===== config.mk =====
export PLATFORM = sky130hd
export DESIGN_NAME = rasterizer_writeback_logic_flat
export DESIGN_NICKNAME = d
export VERILOG_FILES = /design/src/rtl/rasterizer_writeback_logic_if.sv /design/src/rtl/rasterizer_writeback_logic.sv /design/src/flat_wrapper.sv
export SDC_FILE = /design/constraint.sdc
export NUM_CORES = 1
export LEC_CHECK = 0
export ABC_AREA = 1
export CAP_MARGIN = 0
export CORE_ASPECT_RATIO = 1.1
export CORE_MARGIN = 2
export CORE_UTILIZATION = 55
export DETAILED_ROUTE_END_ITERATION = 10
export GPL_ROUTABILITY_DRIVEN = 0
export GPL_TIMING_DRIVEN = 0
export PLACE_DENSITY = 0.72
export SYNTH_ARGS = -nofsm -noshare
export SYNTH_HDL_FRONTEND = slang
export SYNTH_SLANG_ARGS = --single-unit

===== constraint.sdc =====
create_clock -name clock -period 9 [get_ports clock]
set_input_delay 1.8 -clock clock [delete_from_list [all_inputs] [get_ports clock]]
set_output_delay 1.8 -clock clock [all_outputs]
set_load 0.01 [all_outputs]

===== src/rtl/rasterizer_writeback_logic_if.sv =====
// Avalon-MM write-master bus used by the rasterizer writeback stage.
// The master drives address/data/strobes and the slave answers with waitrequest.
interface rasterizer_writeback_logic_if;
    logic [25:0] master_address;
    logic        master_read;
    logic        master_write;
    logic [3:0]  master_byteenable;
    logic [31:0] master_writedata;
    logic        master_waitrequest;

    modport master (
        output master_address,
        output master_read,
        output master_write,
        output master_byteenable,
        output master_writedata,
        input  master_waitrequest
    );

    modport slave (
        input  master_address,
        input  master_read,
        input  master_write,
        input  master_byteenable,
        input  master_writedata,
        output master_waitrequest
    );
endinterface


===== src/rtl/rasterizer_writeback_logic.sv =====
// Final rasterizer stage: buffers fetched pixels, runs the Z test and writes
// colour then depth for each passing pixel over an Avalon-MM master.
module rasterizer_writeback_logic #(
    parameter int FIFO_DEPTH    = 8,
    parameter int AF_MARGIN     = 2,
    parameter int DEPTH_OFFSET  = 4,
    parameter int DEPTH_TEST_EN = 1
) (
    input  logic                          clock,
    input  logic                          reset,
    input  logic                          input_valid,
    input  logic [25:0]                   addr_in,
    input  logic [31:0]                   old_depth_in,
    input  logic [31:0]                   new_depth_in,
    input  logic [23:0]                   color_in,
    input  logic                          done_in,
    output logic                          stall_out,
    rasterizer_writeback_logic_if.master  avm,
    output logic                          done_out,
    output logic [31:0]                   pixels_written,
    output logic [31:0]                   pixels_rejected,
    output logic                          overflow_err
);

    localparam int PTR_W = $clog2(FIFO_DEPTH);
    localparam int CNT_W = PTR_W + 1;
    localparam logic [CNT_W-1:0] DEPTH_C  = CNT_W'(FIFO_DEPTH);
    localparam logic [CNT_W-1:0] MARGIN_C = CNT_W'(AF_MARGIN);
    localparam logic [25:0]      OFFSET_C = 26'(DEPTH_OFFSET);

    typedef struct packed {
        logic        done;
        logic [23:0] color;
        logic [31:0] new_depth;
        logic [31:0] old_depth;
        logic [25:0] addr;
    } pixel_t;

    typedef enum logic [1:0] {
        S_IDLE     = 2'd0,
        S_WR_COLOR = 2'd1,
        S_WR_DEPTH = 2'd2,
        S_RETIRE   = 2'd3
    } state_t;

    pixel_t             mem_r [FIFO_DEPTH];
    logic [PTR_W-1:0]   wr_ptr_r;
    logic [PTR_W-1:0]   rd_ptr_r;
    logic [CNT_W-1:0]   count_r;

    state_t             state_r;
    logic [25:0]        addr_r;
    logic [31:0]        depth_r;
    logic [23:0]        color_r;
    logic               done_r;

    logic [25:0]        address_r;
    logic               write_r;
    logic [3:0]         byteenable_r;
    logic [31:0]        writedata_r;
    logic               done_out_r;
    logic [31:0]        written_r;
    logic [31:0]        rejected_r;
    logic               overflow_r;

    pixel_t             in_pixel_s;
    pixel_t             head_s;
    logic               empty_s;
    logic               full_s;
    logic               pop_s;
    logic               push_s;
    logic               drop_s;
    logic               pass_s;
    logic               stall_s;

    // FIFO status, push/pop qualification and the Z-test decision on the head entry
    always_comb begin
        in_pixel_s = '{done: done_in, color: color_in, new_depth: new_depth_in,
                       old_depth: old_depth_in, addr: addr_in};
        head_s     = mem_r[rd_ptr_r];
        empty_s    = (count_r == {CNT_W{1'b0}});
        full_s     = (count_r == DEPTH_C);
        pop_s      = (state_r == S_IDLE) && !empty_s;
        // A pop in the same cycle frees the slot, so a full FIFO still accepts.
        push_s     = input_valid && (!full_s || pop_s);
        drop_s     = input_valid && full_s && !pop_s;
        if (DEPTH_TEST_EN == 0) begin
            pass_s = 1'b1;
        end else begin
            pass_s = (head_s.new_depth < head_s.old_depth);
        end
        stall_s    = ((DEPTH_C - count_r) <= MARGIN_C);
    end

    // FIFO storage; contents need no reset because count_r gates every read
    always_ff @(posedge clock) begin
        if (push_s) begin
            mem_r[wr_ptr_r] <= in_pixel_s;
        end
    end

    // FIFO pointers and occupancy
    always_ff @(posedge clock or negedge reset) begin
        if (!reset) begin
            wr_ptr_r <= {PTR_W{1'b0}};
            rd_ptr_r <= {PTR_W{1'b0}};
            count_r  <= {CNT_W{1'b0}};
        end else begin
            if (push_s) begin
                wr_ptr_r <= wr_ptr_r + PTR_W'(1);
            end
            if (pop_s) begin
                rd_ptr_r <= rd_ptr_r + PTR_W'(1);
            end
            case ({push_s, pop_s})
                2'b10:   count_r <= count_r + CNT_W'(1);
                2'b01:   count_r <= count_r - CNT_W'(1);
                default: count_r <= count_r;
            endcase
        end
    end

    // Writeback FSM with registered Avalon outputs, done pulse and statistics
    always_ff @(posedge clock or negedge reset) begin
        if (!reset) begin
            state_r      <= S_IDLE;
            addr_r       <= 26'd0;
            depth_r      <= 32'd0;
            color_r      <= 24'd0;
            done_r       <= 1'b0;
            address_r    <= 26'd0;
            write_r      <= 1'b0;
            byteenable_r <= 4'b0000;
            writedata_r  <= 32'd0;
            done_out_r   <= 1'b0;
            written_r    <= 32'd0;
            rejected_r   <= 32'd0;
            overflow_r   <= 1'b0;
        end else begin
            done_out_r <= 1'b0;
            if (drop_s) begin
                overflow_r <= 1'b1;
            end
            case (state_r)
                S_IDLE: begin
                    if (pop_s) begin
                        addr_r  <= head_s.addr;
                        depth_r <= head_s.new_depth;
                        color_r <= head_s.color;
                        done_r  <= head_s.done;
                        if (pass_s) begin
                            state_r <= S_WR_COLOR;
                        end else begin
                            rejected_r <= rejected_r + 32'd1;
                            done_out_r <= head_s.done;
                            state_r    <= S_RETIRE;
                        end
                    end
                end
                S_WR_COLOR: begin
                    // First cycle launches the colour word; later cycles wait for acceptance.
                    if (!write_r) begin
                        write_r      <= 1'b1;
                        address_r    <= addr_r;
                        writedata_r  <= {8'h00, color_r};
                        byteenable_r <= 4'b0111;
                    end else if (!avm.master_waitrequest) begin
                        address_r    <= addr_r + OFFSET_C;
                        writedata_r  <= depth_r;
                        byteenable_r <= 4'b1111;
                        state_r      <= S_WR_DEPTH;
                    end
                end
                S_WR_DEPTH: begin
                    if (!avm.master_waitrequest) begin
                        write_r      <= 1'b0;
                        address_r    <= 26'd0;
                        writedata_r  <= 32'd0;
                        byteenable_r <= 4'b0000;
                        written_r    <= written_r + 32'd1;
                        done_out_r   <= done_r;
                        state_r      <= S_RETIRE;
                    end
                end
                S_RETIRE: begin
                    state_r <= S_IDLE;
                end
                default: begin
                    write_r <= 1'b0;
                    state_r <= S_IDLE;
                end
            endcase
        end
    end

    assign stall_out             = stall_s;
    assign avm.master_address    = address_r;
    assign avm.master_read       = 1'b0;
    assign avm.master_write      = write_r;
    assign avm.master_byteenable = byteenable_r;
    assign avm.master_writedata  = writedata_r;
    assign done_out              = done_out_r;
    assign pixels_written        = written_r;
    assign pixels_rejected       = rejected_r;
    assign overflow_err          = overflow_r;

endmodule

===== src/flat_wrapper.sv =====
// flat-port wrapper written by rule: the top's interface ports become plain ports
module rasterizer_writeback_logic_flat 
#(
    parameter int FIFO_DEPTH    = 8,
    parameter int AF_MARGIN     = 2,
    parameter int DEPTH_OFFSET  = 4,
    parameter int DEPTH_TEST_EN = 1
)
  (clock, reset, input_valid, addr_in, old_depth_in, new_depth_in, color_in, done_in, stall_out, done_out, pixels_written, pixels_rejected, overflow_err, avm_master_address, avm_master_read, avm_master_write, avm_master_byteenable, avm_master_writedata, avm_master_waitrequest);
  rasterizer_writeback_logic_if avm_i ();
  input  logic clock;
  input  logic reset;
  input  logic input_valid;
  input  logic [25:0] addr_in;
  input  logic [31:0] old_depth_in;
  input  logic [31:0] new_depth_in;
  input  logic [23:0] color_in;
  input  logic done_in;
  output logic stall_out;
  output logic done_out;
  output logic [31:0] pixels_written;
  output logic [31:0] pixels_rejected;
  output logic overflow_err;
  output wire logic [$bits(avm_i.master_address)-1:0] avm_master_address;
  output wire logic [$bits(avm_i.master_read)-1:0] avm_master_read;
  output wire logic [$bits(avm_i.master_write)-1:0] avm_master_write;
  output wire logic [$bits(avm_i.master_byteenable)-1:0] avm_master_byteenable;
  output wire logic [$bits(avm_i.master_writedata)-1:0] avm_master_writedata;
  input wire logic [$bits(avm_i.master_waitrequest)-1:0] avm_master_waitrequest;
  assign avm_master_address = avm_i.master_address;
  assign avm_master_read = avm_i.master_read;
  assign avm_master_write = avm_i.master_write;
  assign avm_master_byteenable = avm_i.master_byteenable;
  assign avm_master_writedata = avm_i.master_writedata;
  assign avm_i.master_waitrequest = avm_master_waitrequest;
  rasterizer_writeback_logic #(.FIFO_DEPTH(FIFO_DEPTH), .AF_MARGIN(AF_MARGIN), .DEPTH_OFFSET(DEPTH_OFFSET), .DEPTH_TEST_EN(DEPTH_TEST_EN)) u_core (.clock(clock), .reset(reset), .input_valid(input_valid), .addr_in(addr_in), .old_depth_in(old_depth_in), .new_depth_in(new_depth_in), .color_in(color_in), .done_in(done_in), .stall_out(stall_out), .avm(avm_i), .done_out(done_out), .pixels_written(pixels_written), .pixels_rejected(pixels_rejected), .overflow_err(overflow_err));
endmodule

==> impl_metrics.csv <==
group,metric,value,unit
status,outcome,"finished, final reports clean",
detailed_routing,ant_nets,0,
global_route,grt_use_total,31.25,%
clock_tree,ctsHoldBuffers,0,
place,place_area,50860,um^2
critical_path,startpoint_type,"flip-flop",
timing,fin_crit,5.705,ns
synth,syn_nets,3893,
die,die_w,279.9,um
synth,synth-xor-area-share,1.312,%
clock_tree,post_cts_buffers,0,
critical_path,critical_path_required,9.57,ns
synth,synth_compound_area_share,11.26,%
critical_path,path_max_fanout,10,
min_path,hold_path.class,"reg2reg",
place,placedCellCount,5090,
critical_path,critPathMaxStageDelay,0.97,ns
clock_tree,cts_tree,"done",
critical_path,r2r_slack,3.30,ns
critical_path,cp_data_arrival_time,6.27,ns
clock_tree,clockRootBuffer,"clkbuf_16",
timing,setup_violations,0,
timing,final.setup.tns,0,ns
synth,muxShareOfSynthArea,0.1738,%
clock_tree,cts_num_sinks,1142,
global_route,grt-ovfl-total,0,
place,io_buffers,248,
die,fp.dieArea,86090,um^2
critical_path,worstSetupPathType,"reg2reg",
synth,ys_seq_area_share,72.03,%
finish,final_layout_size_suffix_gt1_share,7.177,%
synth,syn_area_per_cell,12.36,um^2
die,fp-row-count,111,
detailed_routing,vias,32910,
die,io_pins,250,
timing,slew_headroom,17.30,%
finish,mostFrequentLayoutCells,"edfxtp_1, nor2_1, o21ai_0, nand2_1, clkdlybuf4s50_1",
synth,synth_ff_type,"edfxtp_1",
clock_tree,cts_max_level,3,
critical_path,end_kind,"flip-flop",
power,power_leakage,19.55,nW
synth,async_flop_share,19.44,%
detailed_routing,route.detailed.drc,0,
critical_path,crit_family,"compound AO/OA/AOI/OAI gates",
detailed_routing,vias_per_cell,6.197,
clock_tree,ctsLongestPathBuffers,3,
timing,post-route-period-util,63.39,%
synth,synthDistinctLibCells,44,
critical_path,critPathBufInv,3,
synth,synth-edff-count,920,
timing,fmax,175.3,MHz
timing,worst_pin_slew,1.233,ns
clock_tree,cts-resized-gates,0,
synth,synth_area,46070,um^2
finish,syn_to_final_growth,18.84,%
power,pwr_density_cell,348.7,nW/um^2
synth,synth-simple-area-share,10.77,%
timing,hold_violations,0,
critical_path,critPathMostFrequentCell,"nand2_1",
power,vdd_drop_max,210.0,uV
job,cap_violations,0,
synth,yosys_warnings,0,
finish,final_area,54740,um^2
critical_path,crit_chain,"clkbuf_1 > clkbuf_1 > o21ai_0 > o22ai_1 > nor2_1 > a31oi_1 > ha_1 > a21oi_1 > nand2_1 > nand2_1 > a21oi_1 > a211oi_1 > nand2_4 > buf_2 > nand3_1 > nand2_1",
die,core_area,83190,um^2
synth,ys_ff_latch,1142,
synth,synth_adder_area_share,1.266,%
detailed_routing,drtIter0Drc,4200,
clock_tree,clk_latency,0.68,ns
die,initial_core_util,55.37,%
timing,whs,0.4677,ns
die,die_y,307.5,um
critical_path,slowest_stage,"a211oi_1",
finish,mostFrequentLayoutCell,"edfxtp_1",
finish,fin_nets,4293,
clock_tree,clk_pin_slew_worst_paths,0.06,ns
global_route,grt_pass1_vias,31440,
timing,maxSlewViolCount,0,
clock_tree,cts_buffers,109,
global_route,grt_pass1_wl,198.6,mm
timing,finClkSkew,0.02405,ns
global_route,grt_max_degree,123,
synth,syn_inst,3728,
timing,rsz0062_at_grt,"false",
place,post-dp-hpwl,92.22,mm
detailed_routing,firstDrtPassIters,6,
detailed_routing,drt-total-wl,136.0,mm
detailed_routing,wl_per_cell,25.62,um
finish,instances_no_fill,5310,
global_route,antenna_found_initial,23,
finish,postLayoutCoreUtil,65.80,%
synth,synth_top_family_by_area,"compound AO/OA/AOI/OAI gates",
finish,fill_cells,6054,
==> where the power goes <==
group	total, mW	switching [mW]	internal [mW]
clock	4.90	1.99	2.91
sequential	7.09	0.389	6.70
combinational	7.10	5.09	2.01
==> path summary, 6_finish.rpt <==
path                                                       start                               endpoint  cells past startpoint
hold reg to reg            u_core.pixels_written[31]$_DFFE_PN0P_  u_core.pixels_written[31]$_DFFE_PN0P_                      1
max in group asynchronous                                  reset         u_core.depth_r[25]$_DFFE_PN0P_                      2
setup / recovery                  u_core.rd_ptr_r[1]$_DFFE_PN0P_  u_core.pixels_rejected[9]$_DFFE_PN0P_                     16
hold / removal             u_core.pixels_written[31]$_DFFE_PN0P_  u_core.pixels_written[31]$_DFFE_PN0P_                      1
setup reg to reg                  u_core.rd_ptr_r[1]$_DFFE_PN0P_  u_core.pixels_rejected[9]$_DFFE_PN0P_                     16
min in group asynchronous                                  reset  u_core.pixels_written[26]$_DFFE_PN0P_                      1
==> flip-flops by register name (all words and copies together) (netlist names) <==
| register | count |
|---|---|
| u_core.avm.master_write | 1 |
| u_core.done_r | 1 |
| u_core.addr_r | 26 |
| u_core.avm.master_byteenable | 2 |
| u_core.overflow_err | 1 |
| u_core.avm.master_address | 26 |
| u_core.pixels_written | 32 |
| u_core.wr_ptr_r | 3 |
| u_core.avm.master_writedata | 32 |
| u_core.mem_r | 920 |
| u_core.pixels_rejected | 32 |
| u_core.done_out | 1 |
| u_core.count_r | 4 |
| u_core.color_r | 24 |
| u_core.depth_r | 32 |
| u_core.rd_ptr_r | 3 |
| u_core.state_r | 2 |
==> synth_stat cells, drive strengths merged, types with 8 or more instances <==
| master | instances | area (um^2) |
|---|---|---|
| nor2 | 633 | 2429 |
| clkbuf | 155 | 581.8 |
| o221ai | 106 | 928.4 |
| nand4 | 17 | 121.4 |
| nor3 | 30 | 176.4 |
| inv | 129 | 484.2 |
| o22ai | 89 | 556.8 |
| buf | 75 | 397.9 |
| xnor2 | 23 | 201.4 |
| a31oi | 32 | 200.2 |
| o211ai | 26 | 195.2 |
| ha | 45 | 563.0 |
| mux2i | 8 | 80.08 |
| nor4 | 12 | 96.34 |
| nand2 | 347 | 1338 |
| nand3 | 151 | 770.7 |
| xor2 | 46 | 402.9 |
| edfxtp | 920 | 27630 |
| o21ai | 604 | 3023 |
| a21oi | 42 | 210.2 |
| dfrtp | 222 | 5555 |
==> through the flow <==
step | setup slack (ns) | power, mW
after detailed placement | 3.554 | 14.06
after CTS | 3.524 | 18.92
after global routing | 3.275 | 19.85
final | 3.295 | 19.09
after floorplan | 1.418 | 11.01
after global placement | -4.300 | 13.94
==> cell families (layout without fill, tap and decap cells) <==
logic type / Yosys count / count (layout)
compound gates: 908 / 908
xor+xnor: 69 / 69
fa+ha+maj: 46 / 46
buf+inv: 359 / 853
flops: 1142 / 1142
mux: 8 / 8
other cells: 1 / 16
simple gates: 1195 / 1195
==> cell type report <==
class	count	area (um^2)	share of cell area (%)
Antenna cell	15	37.54	0.06857
Buffer	230	979.7	1.790
Clock buffer	138	2972	5.428
Clock inverter	67	874.6	1.598
Inverter	129	484.2	0.8845
Multi-Input combinational cell	2227	11480	20.97
Sequential cell	1142	33180	60.61
Tap cell	1073	1343	2.452
Timing Repair Buffer	289	3391	6.194
==> routing by layer <==
metal / GRT usage [%] / share of wire [%] / routed length, um / vias to the layer above
met5: 0 / 0.067 / 91 / -
met4: 14.96 / 4.7 / 6389 / 14
met3: 5.963 / 11 / 14820 / 380
met2: 51.58 / 48 / 65630 / 2219
met1: 40.07 / 36 / 49090 / 15960
li1: - / - / - / 14330
Power figures use the tool's default switching activity.
